--- src/rtl/vga_timing_pipe.sv ---
// Parametrised VGA timing generator with a latency-matched pixel output stage.
// Optional colour-bar source is compiled in with `define VGA_TESTPAT_EN.
module vga_timing_pipe #(
  parameter int H_ACTIVE = 640,
  parameter int H_FP     = 16,
  parameter int H_SYNC   = 96,
  parameter int H_BP     = 48,
  parameter int V_ACTIVE = 480,
  parameter int V_FP     = 10,
  parameter int V_SYNC   = 2,
  parameter int V_BP     = 33,
  parameter bit H_POL    = 1'b0,
  parameter bit V_POL    = 1'b0,
  parameter int DATA_LAT = 1,
  parameter int COLOR_W  = 8,
  parameter int ADDR_W   = 11
) (
  input  logic                   clk,
  input  logic                   rst,
  input  logic                   en,
`ifdef VGA_TESTPAT_EN
  input  logic                   test_en,
`endif
  input  logic [3*COLOR_W-1:0]   data_dis,
  output logic [ADDR_W-1:0]      h_addr,
  output logic [ADDR_W-1:0]      v_addr,
  output logic                   req_valid,
  output logic                   frame_start,
  output logic [15:0]            frame_cnt,
  output logic                   hsync,
  output logic                   vsync,
  output logic                   sync,
  output logic                   vga_blk,
  output logic [COLOR_W-1:0]     vga_r,
  output logic [COLOR_W-1:0]     vga_g,
  output logic [COLOR_W-1:0]     vga_b,
  output logic                   vga_clk
);

  localparam int H_TOT = H_ACTIVE + H_FP + H_SYNC + H_BP;
  localparam int V_TOT = V_ACTIVE + V_FP + V_SYNC + V_BP;

  localparam logic [ADDR_W-1:0] H_LAST = ADDR_W'(H_TOT - 1);
  localparam logic [ADDR_W-1:0] V_LAST = ADDR_W'(V_TOT - 1);
  localparam logic [ADDR_W-1:0] H_ACT  = ADDR_W'(H_ACTIVE);
  localparam logic [ADDR_W-1:0] V_ACT  = ADDR_W'(V_ACTIVE);
  localparam logic [ADDR_W-1:0] HS_BEG = ADDR_W'(H_ACTIVE + H_FP);
  localparam logic [ADDR_W-1:0] HS_END = ADDR_W'(H_ACTIVE + H_FP + H_SYNC);
  localparam logic [ADDR_W-1:0] VS_BEG = ADDR_W'(V_ACTIVE + V_FP);
  localparam logic [ADDR_W-1:0] VS_END = ADDR_W'(V_ACTIVE + V_FP + V_SYNC);

  if ((H_TOT - 1) >= (1 << ADDR_W) || (V_TOT - 1) >= (1 << ADDR_W)) begin : g_bad_width
    $error("vga_timing_pipe: ADDR_W too narrow for the configured totals");
  end
  if (DATA_LAT < 0 || DATA_LAT > 4) begin : g_bad_lat
    $error("vga_timing_pipe: DATA_LAT must be within 0..4");
  end

  logic [ADDR_W-1:0] h_cnt;
  logic [ADDR_W-1:0] v_cnt;

  always_ff @(posedge clk or posedge rst) begin
    if (rst) begin
      h_cnt     <= '0;
      v_cnt     <= '0;
      frame_cnt <= '0;
    end else if (!en) begin
      h_cnt <= '0;
      v_cnt <= '0;
    end else if (h_cnt == H_LAST) begin
      h_cnt <= '0;
      if (v_cnt == V_LAST) begin
        v_cnt     <= '0;
        frame_cnt <= frame_cnt + 16'd1;
      end else begin
        v_cnt <= v_cnt + ADDR_W'(1);
      end
    end else begin
      h_cnt <= h_cnt + ADDR_W'(1);
    end
  end

  // Reset gates the combinational request side so it is idle while rst is held.
  logic live;
  logic raw_hs;
  logic raw_vs;
  logic raw_act;

  assign live        = en & ~rst;
  assign req_valid   = live & (h_cnt < H_ACT) & (v_cnt < V_ACT);
  assign raw_act     = req_valid;
  assign h_addr      = req_valid ? h_cnt : '0;
  assign v_addr      = req_valid ? v_cnt : '0;
  assign frame_start = live & (h_cnt == '0) & (v_cnt == '0);
  assign raw_hs      = live & (h_cnt >= HS_BEG) & (h_cnt < HS_END);
  assign raw_vs      = live & (v_cnt >= VS_BEG) & (v_cnt < VS_END);

  // stg[k] holds {hs, vs, act} delayed k+1 cycles; stg[DATA_LAT] drives the pins.
  logic [2:0] stg [DATA_LAT+1];

  always_ff @(posedge clk or posedge rst) begin
    if (rst) begin
      for (int unsigned i = 0; i <= DATA_LAT; i++) stg[i] <= '0;
    end else begin
      stg[0] <= {raw_hs, raw_vs, raw_act};
      for (int unsigned i = 1; i <= DATA_LAT; i++) stg[i] <= stg[i-1];
    end
  end

  logic tap_act;
  if (DATA_LAT == 0) begin : g_tap0
    assign tap_act = raw_act;
  end else begin : g_tapn
    assign tap_act = stg[DATA_LAT-1][0];
  end

  logic [3*COLOR_W-1:0] pix;

`ifdef VGA_TESTPAT_EN
  localparam int PD = (DATA_LAT > 0) ? DATA_LAT : 1;

  logic [ADDR_W+2:0]  bar_full;
  logic [2:0]         bar;
  logic [3*COLOR_W:0] pat_src;
  logic [3*COLOR_W:0] pat_tap;
  logic [3*COLOR_W:0] pat_q [PD];

  assign bar_full = {h_cnt, 3'b000} / (ADDR_W+3)'(H_ACTIVE);
  assign bar      = bar_full[2:0];
  // Bars white..black: R off for bars 2,3,6,7, G off for 4..7, B off for odd bars.
  assign pat_src  = {test_en, {COLOR_W{~bar[1]}}, {COLOR_W{~bar[2]}}, {COLOR_W{~bar[0]}}};

  always_ff @(posedge clk or posedge rst) begin
    if (rst) begin
      for (int unsigned i = 0; i < PD; i++) pat_q[i] <= '0;
    end else begin
      pat_q[0] <= pat_src;
      for (int unsigned i = 1; i < PD; i++) pat_q[i] <= pat_q[i-1];
    end
  end

  if (DATA_LAT == 0) begin : g_pat0
    assign pat_tap = pat_src;
  end else begin : g_patn
    assign pat_tap = pat_q[DATA_LAT-1];
  end

  assign pix = pat_tap[3*COLOR_W] ? pat_tap[3*COLOR_W-1:0] : data_dis;
`else
  assign pix = data_dis;
`endif

  logic [3*COLOR_W-1:0] rgb_q;

  always_ff @(posedge clk or posedge rst) begin
    if (rst) rgb_q <= '0;
    else     rgb_q <= tap_act ? pix : '0;
  end

  assign vga_r   = rgb_q[3*COLOR_W-1:2*COLOR_W];
  assign vga_g   = rgb_q[2*COLOR_W-1:COLOR_W];
  assign vga_b   = rgb_q[COLOR_W-1:0];
  assign vga_blk = stg[DATA_LAT][0];
  assign hsync   = H_POL ? stg[DATA_LAT][2] : ~stg[DATA_LAT][2];
  assign vsync   = V_POL ? stg[DATA_LAT][1] : ~stg[DATA_LAT][1];
  assign sync    = 1'b1;
  assign vga_clk = ~clk;

endmodule

--- config.mk ---
export PLATFORM = sky130hd
export DESIGN_NAME = vga_timing_pipe
export DESIGN_NICKNAME = d
export VERILOG_FILES = /design/src/rtl/vga_timing_pipe.sv
export SDC_FILE = /design/constraint.sdc
export NUM_CORES = 1
export LEC_CHECK = 0
export BUFFER_PORTS_ARGS = -buffer_cell sky130_fd_sc_hd__buf_2
export CAP_MARGIN = 15
export CORE_AREA = 4 4 77 107
export CTS_CLUSTER_SIZE = 28
export DETAILED_ROUTE_END_ITERATION = 8
export DIE_AREA = 0 0 81 111
export PLACE_DENSITY = 0.67
export SLEW_MARGIN = 20
export SYNTH_ARGS = -nofsm -noshare
export SYNTH_HDL_FRONTEND = slang
export SYNTH_SLANG_ARGS = --single-unit
--- constraint.sdc ---
create_clock -name clk -period 2.4 [get_ports clk]
set_input_delay 0.24 -clock clk [delete_from_list [all_inputs] [get_ports clk]]
set_output_delay 0.24 -clock clk [all_outputs]
set_load 0.005 [all_outputs]
After elaboration in Yosys (flattened, before gate mapping)
Index checks and enable logic that the tools add are counted.
W data, S select, Z words.
- flip-flop bits (word level): 68
- input port bits: 27
- output and inout port bits: 69
- logic and storage cells: 42
- add/sub/neg operators: 3
- $lt $le $gt $ge: 6
- equal/unequal tests: 3
- muxes and demuxes: 8
- bitwise gates (word level): 13
- reductions and logical operators: 3
- operators by type and width (cell ; count):
    $mux W11 ; 7
    $mux W24 ; 1
    $add A11 B1 Y11 const B ; 2
    $eq A11 B10 Y1 const B ; 2
    $logic_not A11 Y1 ; 2
    $lt A11 B10 Y1 const B ; 2
    $lt A11 B9 Y1 const B ; 2
    $add A16 B1 Y16 const B ; 1
    $ge A11 B10 Y1 const B ; 1
    $ge A11 B9 Y1 const B ; 1
    $and A1 B1 Y1 ; 9
    $not A1 Y1 ; 4
    $reduce_and A3 Y1 ; 1
    $ne A2 B1 Y1 const B ; 1

Depth between registers and ports, before layout
Gate-level depths: netlist of the first run.
- depth in word-level cells: 5
- depth in mapped cells: 8

==> flow_summary.json, run 1 <==
{
  "run_status": "finished clean",
  "yosys_warnings": 0,
  "p_per_area_nw_per_um2": 549.3,
  "cts_tree": "yes",
  "drv_cap": 0,
  "power_frac_seq": 0.532,
  "numPortBuffers": 91,
  "initial_utilization": 0.4388,
  "wl_per_cell_um": 14.87,
  "max_freq_mhz": 429.9,
  "cts_buffer_depth": 2,
  "gr-usage-met3": 0.04390,
  "finalWorstSetupSlack_ps": 73.66,
  "finalSetupViolCount": 0,
  "area_delta_synth_final_pct": 25.81,
  "die_area_um2": 8991,
  "first_pass_iters": 5,
  "die_x_um": 81,
  "drc": 0,
  "finalNetCount": 439,
  "drive_above_1_share": 0.3350,
  "synth_top_area_share": 0.5302,
  "critPathRequiredTime_ps": 2160,
  "htreeDepth": 3,
  "syn_avg_cell_area_um2": 10.49,
  "preCtsSetupSlack_ps": 158.1,
  "p_sw_uw": 510.0,
  "relSlewSlack": 0.6086,
  "vias": 2663,
  "synth.area.top_cells": "dfrtp_1 (53%), and2_1 (7.2%), xnor2_1 (3.5%)",
  "period_minus_slack_ps": 2326,
  "critPathKind": "reg -> out",
  "first_iter_violations": 103,
  "core_um2": 7315,
  "hold_end": "rgb_q[15]$_DFF_PP0_",
  "hold_path.class": "in -> reg",
  "grtUsageMet2": 0.2951,
  "synth_edf_count": 0,
  "fin_crit_sh": 0.9693,
  "skew_ps": 9.588,
  "power_frac_comb": 0.054,
  "die_y_um": 111,
  "p_sw_frac": 0.2300,
  "synth.distinct_cells": 39,
  "min-delay-start": "data_dis[15]",
  "cts.clk_slew.worst_paths_ps": 80,
  "netlist_area_um2": 3209,
  "grt_pass1_wl_um": 12290,
  "hold_violations": 0,
  "synth.most_common_cell": "dfrtp_1",
  "synthTopCellsByCount": "dfrtp_1 (68), and2_1 (37), nand3_1 (22), nor2_1 (19), nand2_1 (16)",
  "busiest_layer": "met2",
  "grt-ovfl-total": 0,
  "grt_pass1_vias": 2639,
  "io_pins": 96,
  "rr_startpoint": "v_cnt[7]$_DFFE_PP0P_",
  "antenna_found_initial": 0,
  "path_max_fanout": 8,
  "syn_inst": 306,
  "ys_ff_latch": 68,
  "place_congestion": 0.8538,
  "cts_buffers": 9,
  "use_met1": 0.2097,
  "yosysTopAreaCell": "dfrtp_1",
  "antenna_left": 0,
  "synth_seq_area_share": 0.5302,
  "ys_async_sr_fraction": 1.000,
  "r2r_cells": 4,
  "rows": 37,
  "drv_slew": 0,
  "drt-total-wl_um": 7571,
  "clkPwrFrac": 0.414,
  "finalSetupTns_ps": 0,
  "synth_ff_type": "dfrtp_1",
  "irDropWorstVdd_mv": 0.2423,
  "r2r_setup_slack_ps": 130,
  "leakage_uw": 0.002084,
  "antennaDiodeCount": 0,
  "grtUsageTotal": 0.1765,
  "fillerInstances": 685,
  "crit_path_end_kind": "output pin",
  "dpl.hpwl_um": 5576,
  "grt_max_degree": 45,
  "cts_root_buf": "clkbuf_8",
  "hold_depth": 2,
  "clock_latency_ps": 350,
  "critPathArrivalTime_ps": 2090,
  "rsz0062_at_grt": "no",
  "via_per_inst": 5.232,
  "start_kind": "flop",
  "p_int_uw": 1708,
  "r2r-end": "frame_cnt[1]$_DFFE_PP0P_",
  "tightest_slew_ps": 582.6
}
[layout make-up]
| cell class | instances | area (um^2) | area share |
|---|---|---|---|
| flip-flops and latches | 68 | 1702 | 0.4214 |
| multi-input cells | 206 | 1378 | 0.3412 |
| repair buffers | 108 | 600.6 | 0.1487 |
| clock buffers | 12 | 136.4 | 0.03378 |
| well taps | 97 | 121.4 | 0.03006 |
| clock inverters | 6 | 55.05 | 0.01363 |
| inverters | 12 | 45.04 | 0.01116 |
[sequential cells by signal, indices dropped and copies added (netlist names)]
name	flops
rgb_q	24
frame_cnt	16
h_cnt	11
v_cnt	11
stg	5
vga_blk	1
[layout by cell type (no fill, tap or decap), types with 2 or more instances in the layout]
master,count
buf_4,16
nor3_4,2
nor2_1,19
nand3_1,22
buf_6,2
clkbuf_8,9
ha_1,5
conb_1,4
dfrtp_1,68
buf_2,90
or4_4,2
and2_1,37
xor2_1,12
nand4b_1,2
inv_1,12
clkbuf_1,2
clkinv_2,2
and4_1,4
nor4_4,3
nor3_2,2
nor3_1,6
nand2_1,15
and3_1,3
xnor2_1,13
o21ai_0,5
nand4_1,12
nor4_1,10
or3_1,5
a31oi_1,10
[power by group through the flow]
stage / combinational, uW / sequential, uW / clock, uW
after CTS: 117 / 1180 / 943
after global placement: 113 / 1200 / 23.2
final: 121 / 1180 / 918
after global routing: 138 / 1180 / 1000
after floorplan: 59.2 / 1200 / 9.54
after detailed placement: 115 / 1200 / 23.2
[worst max-delay path, stage by stage (launching register included)]
cell,delay (ps)
dfrtp_1,440
or4b_4,600
nor3_4,280
buf_6,170
and2_2,130
buf_2,110
[what timing repair did]
item / CTS / global route
setup endpoints to repair: 14 / 13
pin swaps: 0 / 2
setup buffers: 0 / 2
hold buffers: 1 / 0
resized for setup: 1 / 10
endpoints found under the hold margin: 14 / 0
cloned: 0 / 1
[layer usage]
| metal | vias up | wire, um |
|---|---|---|
| met1 | 1286 | 2945 |
| met2 | 102 | 3927 |
| met5 | - | 0 |
| li1 | 1257 | - |
| met3 | 18 | 495 |
| met4 | 0 | 202 |
[how the worst max path moves through the flow]
stage	from	endpoint	slack (ps)	cells after the start
4_1_cts	rst	v_addr[7]	10	7
5_1_grt	v_cnt[9]$_DFFE_PP0P_	v_addr[5]	6	5
3_5_place_dp	v_cnt[7]$_DFFE_PP0P_	frame_cnt[1]$_DFFE_PP0P_	160	4
2_1_floorplan	rst	stg[5]$_DFF_PP0_	200	3
6_report	v_cnt[9]$_DFFE_PP0P_	v_addr[7]	70	5
3_3_place_gp	v_cnt[7]$_DFFE_PP0P_	frame_cnt[1]$_DFFE_PP0P_	230	4
[cell families after synthesis]
family,share of synthesized area
AND/OR/NAND/NOR,0.2932
flip-flops,0.5302
buffers and inverters,0.04834
XOR/XNOR,0.06823
AO/OA/AOI/OAI,0.03470
adder cells (fa/ha/maj),0.01949
other,0.002340
multiplexers,0.003509
[metrics by stage]
| step | power, uW | util | area, um^2 | hold slack (ps) | cells |
|---|---|---|---|---|---|
| 6_report | 2218 | 0.5520 | 4038 | 100.7 | 509 |
| 5_1_grt | 2325 | 0.5520 | 4038 | 87.33 | 509 |
| 4_1_cts | 2240 | 0.5464 | 3996 | 87.58 | 507 |
| 3_5_place_dp | 1340 | 0.5195 | 3800 | 336.4 | 490 |
| 3_3_place_gp | 1338 | 0.5195 | 3800 | 335.0 | 490 |
| 2_1_floorplan | 1269 | - | 3217 | 266.5 | 308 |
Note: power is estimated with default switching activity, not from simulation.
==> inputs of run 2 (changes only) <==
--- a/config.mk
+++ b/config.mk
@@ -7,11 +7,11 @@
 export LEC_CHECK = 0
 export BUFFER_PORTS_ARGS = -buffer_cell sky130_fd_sc_hd__buf_2
 export CAP_MARGIN = 15
-export CORE_AREA = 4 4 77 107
+export CORE_AREA = 4 4 73 102
 export CTS_CLUSTER_SIZE = 28
 export DETAILED_ROUTE_END_ITERATION = 8
-export DIE_AREA = 0 0 81 111
-export PLACE_DENSITY = 0.67
+export DIE_AREA = 0 0 77 106
+export PLACE_DENSITY = 0.73
 export SLEW_MARGIN = 20
 export SYNTH_ARGS = -nofsm -noshare
 export SYNTH_HDL_FRONTEND = slang
==> flow_summary.json, run 2 (synthesized netlist as in run 1, its figures left out) <==
{
  "fin_cells": 484,
  "crit_path_end": "frame_start",
  "hold_path.class": "in -> reg",
  "vias": 2627,
  "r2r-end": "frame_cnt[1]$_DFFE_PP0P_",
  "relSlewSlack": 0.6442,
  "rr_startpoint": "v_cnt[7]$_DFFE_PP0P_",
  "antennaDiodeCount": 0,
  "wl_per_cell_um": 15.71,
  "area_delta_synth_final_pct": 25.15,
  "finalNetCount": 437,
  "critPathArrivalTime_ps": 2060,
  "crit_path_end_kind": "output pin",
  "drive_above_1_share": 0.3341,
  "drv_cap": 0,
  "fin_crit_sh": 0.9577,
  "drt-total-wl_um": 7603,
  "tightest_slew_ps": 529.6,
  "critPathKind": "reg -> out",
  "fillerInstances": 554,
  "cts.clk_slew.worst_paths_ps": 80,
  "p_per_area_nw_per_um2": 593.0,
  "core_um2": 6525,
  "critPathTopFamily": "simple AND/OR/NAND/NOR gates",
  "numPortBuffers": 91,
  "drv_slew": 0,
  "start_kind": "flop",
  "antenna_left": 0,
  "finalSetupViolCount": 0,
  "finalSetupTns_ps": 0,
  "cts_root_buf": "clkbuf_8",
  "path_max_fanout": 3,
  "r2r_cells": 4,
  "crit_slowest_cell": "or4b_4",
  "crit_cells": 6,
  "skew_ps": 10.24,
  "r2r_setup_slack_ps": 210,
  "period_minus_slack_ps": 2299,
  "largest_reg_flops": 24,
  "die_y_um": 106,
  "first_pass_iters": 4,
  "fin_hold_ws_ps": 98.11,
  "reg_top3": "rgb_q x24, frame_cnt x16",
  "critPathBufInv": 2,
  "cts_tree": "yes",
  "grt_max_degree": 37,
  "run_status": "finished clean",
  "antenna_found_initial": 0,
  "leakage_uw": 0.002077,
  "drc": 0,
  "dpl.hpwl_um": 5670,
  "finalWorstSetupSlack_ps": 101.5,
  "hold_violations": 0,
  "die_area_um2": 8162,
  "rows": 35,
  "grtUsageTotal": 0.1964,
  "grt_pass1_vias": 2599,
  "initial_utilization": 0.4919,
  "cts_buffers": 9,
  "largest-register": "rgb_q",
  "placed_cells": 465,
  "max_freq_mhz": 435.1,
  "first_iter_violations": 108,
  "mostFrequentLayoutCells": "buf_2 (91), dfrtp_1 (68), and2_1 (37)",
  "critPathRequiredTime_ps": 2160,
  "via_per_inst": 5.428,
  "fin_util": 0.6155,
  "preCtsSetupSlack_ps": 237.8,
  "path_cells": "or4b_4 -> buf_6 -> nor2_1 -> nand3_1 -> nor4_2 -> buf_2",
  "grt_pass1_wl_um": 12750,
  "die_x_um": 77,
  "slowest_delay_ps": 550,
  "place_congestion": 0.8693,
  "irDropWorstVdd_mv": 0.3620,
  "grt-ovfl-total": 0,
  "clock_latency_ps": 350,
  "io_pins": 96,
  "cp-startpoint": "v_cnt[9]$_DFFE_PP0P_",
  "htreeDepth": 3,
  "cts_buffer_depth": 2,
  "layout.cells.most_common": "buf_2"
}
-- run 2: worst min-delay path by stage --
stage,start,cells after the start,to,slack (ps)
floorplan,clk,1,vga_clk,270
global placement,rst,2,v_cnt[1]$_DFFE_PP0P_,270
detailed placement,rst,2,v_cnt[1]$_DFFE_PP0P_,270
CTS,data_dis[13],2,rgb_q[13]$_DFF_PP0_,90
global route,data_dis[13],2,rgb_q[13]$_DFF_PP0_,80
finish,data_dis[13],2,rgb_q[13]$_DFF_PP0_,100
-- run 2: metal layers --
layer,vias to the layer above,part of all wire,track usage
met3,15,0.044,0.03644
met2,87,0.54,0.3373
met5,-,0,0
met1,1275,0.39,0.2350
met4,0,0.026,0.09796
li1,1250,-,-
-- run 2: power breakdown --
part,switching [uW],internal (uW)
Combinational,66.6,53.0
Clock,475,608
Sequential,13.6,1170
Total,555,1830
-- run 2: repair_timing --
| item | 4_1_cts | 5_1_grt |
|---|---|---|
| buffers inserted | 1 | 1 |
| hold buffers | 1 | 0 |
| endpoints found under the setup margin | 7 | 11 |
| resized for setup | 1 | 2 |
| hold endpoints to repair | 15 | 0 |
| pin swaps | 0 | 3 |
-- run 2: metrics by stage --
step | instance area (um^2) | power [uW]
5_1_grt | 4016 | 2479
4_1_cts | 4001 | 2401
6_report | 4016 | 2382
3_5_place_dp | 3756 | 1343
2_1_floorplan | 3217 | 1269
3_3_place_gp | 3756 | 1339
-- run 2: area by class of cell --
class	instances	area, um^2	share of cell area
sequential	68	1702	0.4237
multi-input combinational	206	1370	0.3411
timing repair buffer	106	576.8	0.1436
clock buffer	11	132.6	0.03302
clock inverter	7	97.59	0.02430
tap	74	92.59	0.02305
inverter	12	45.04	0.01121
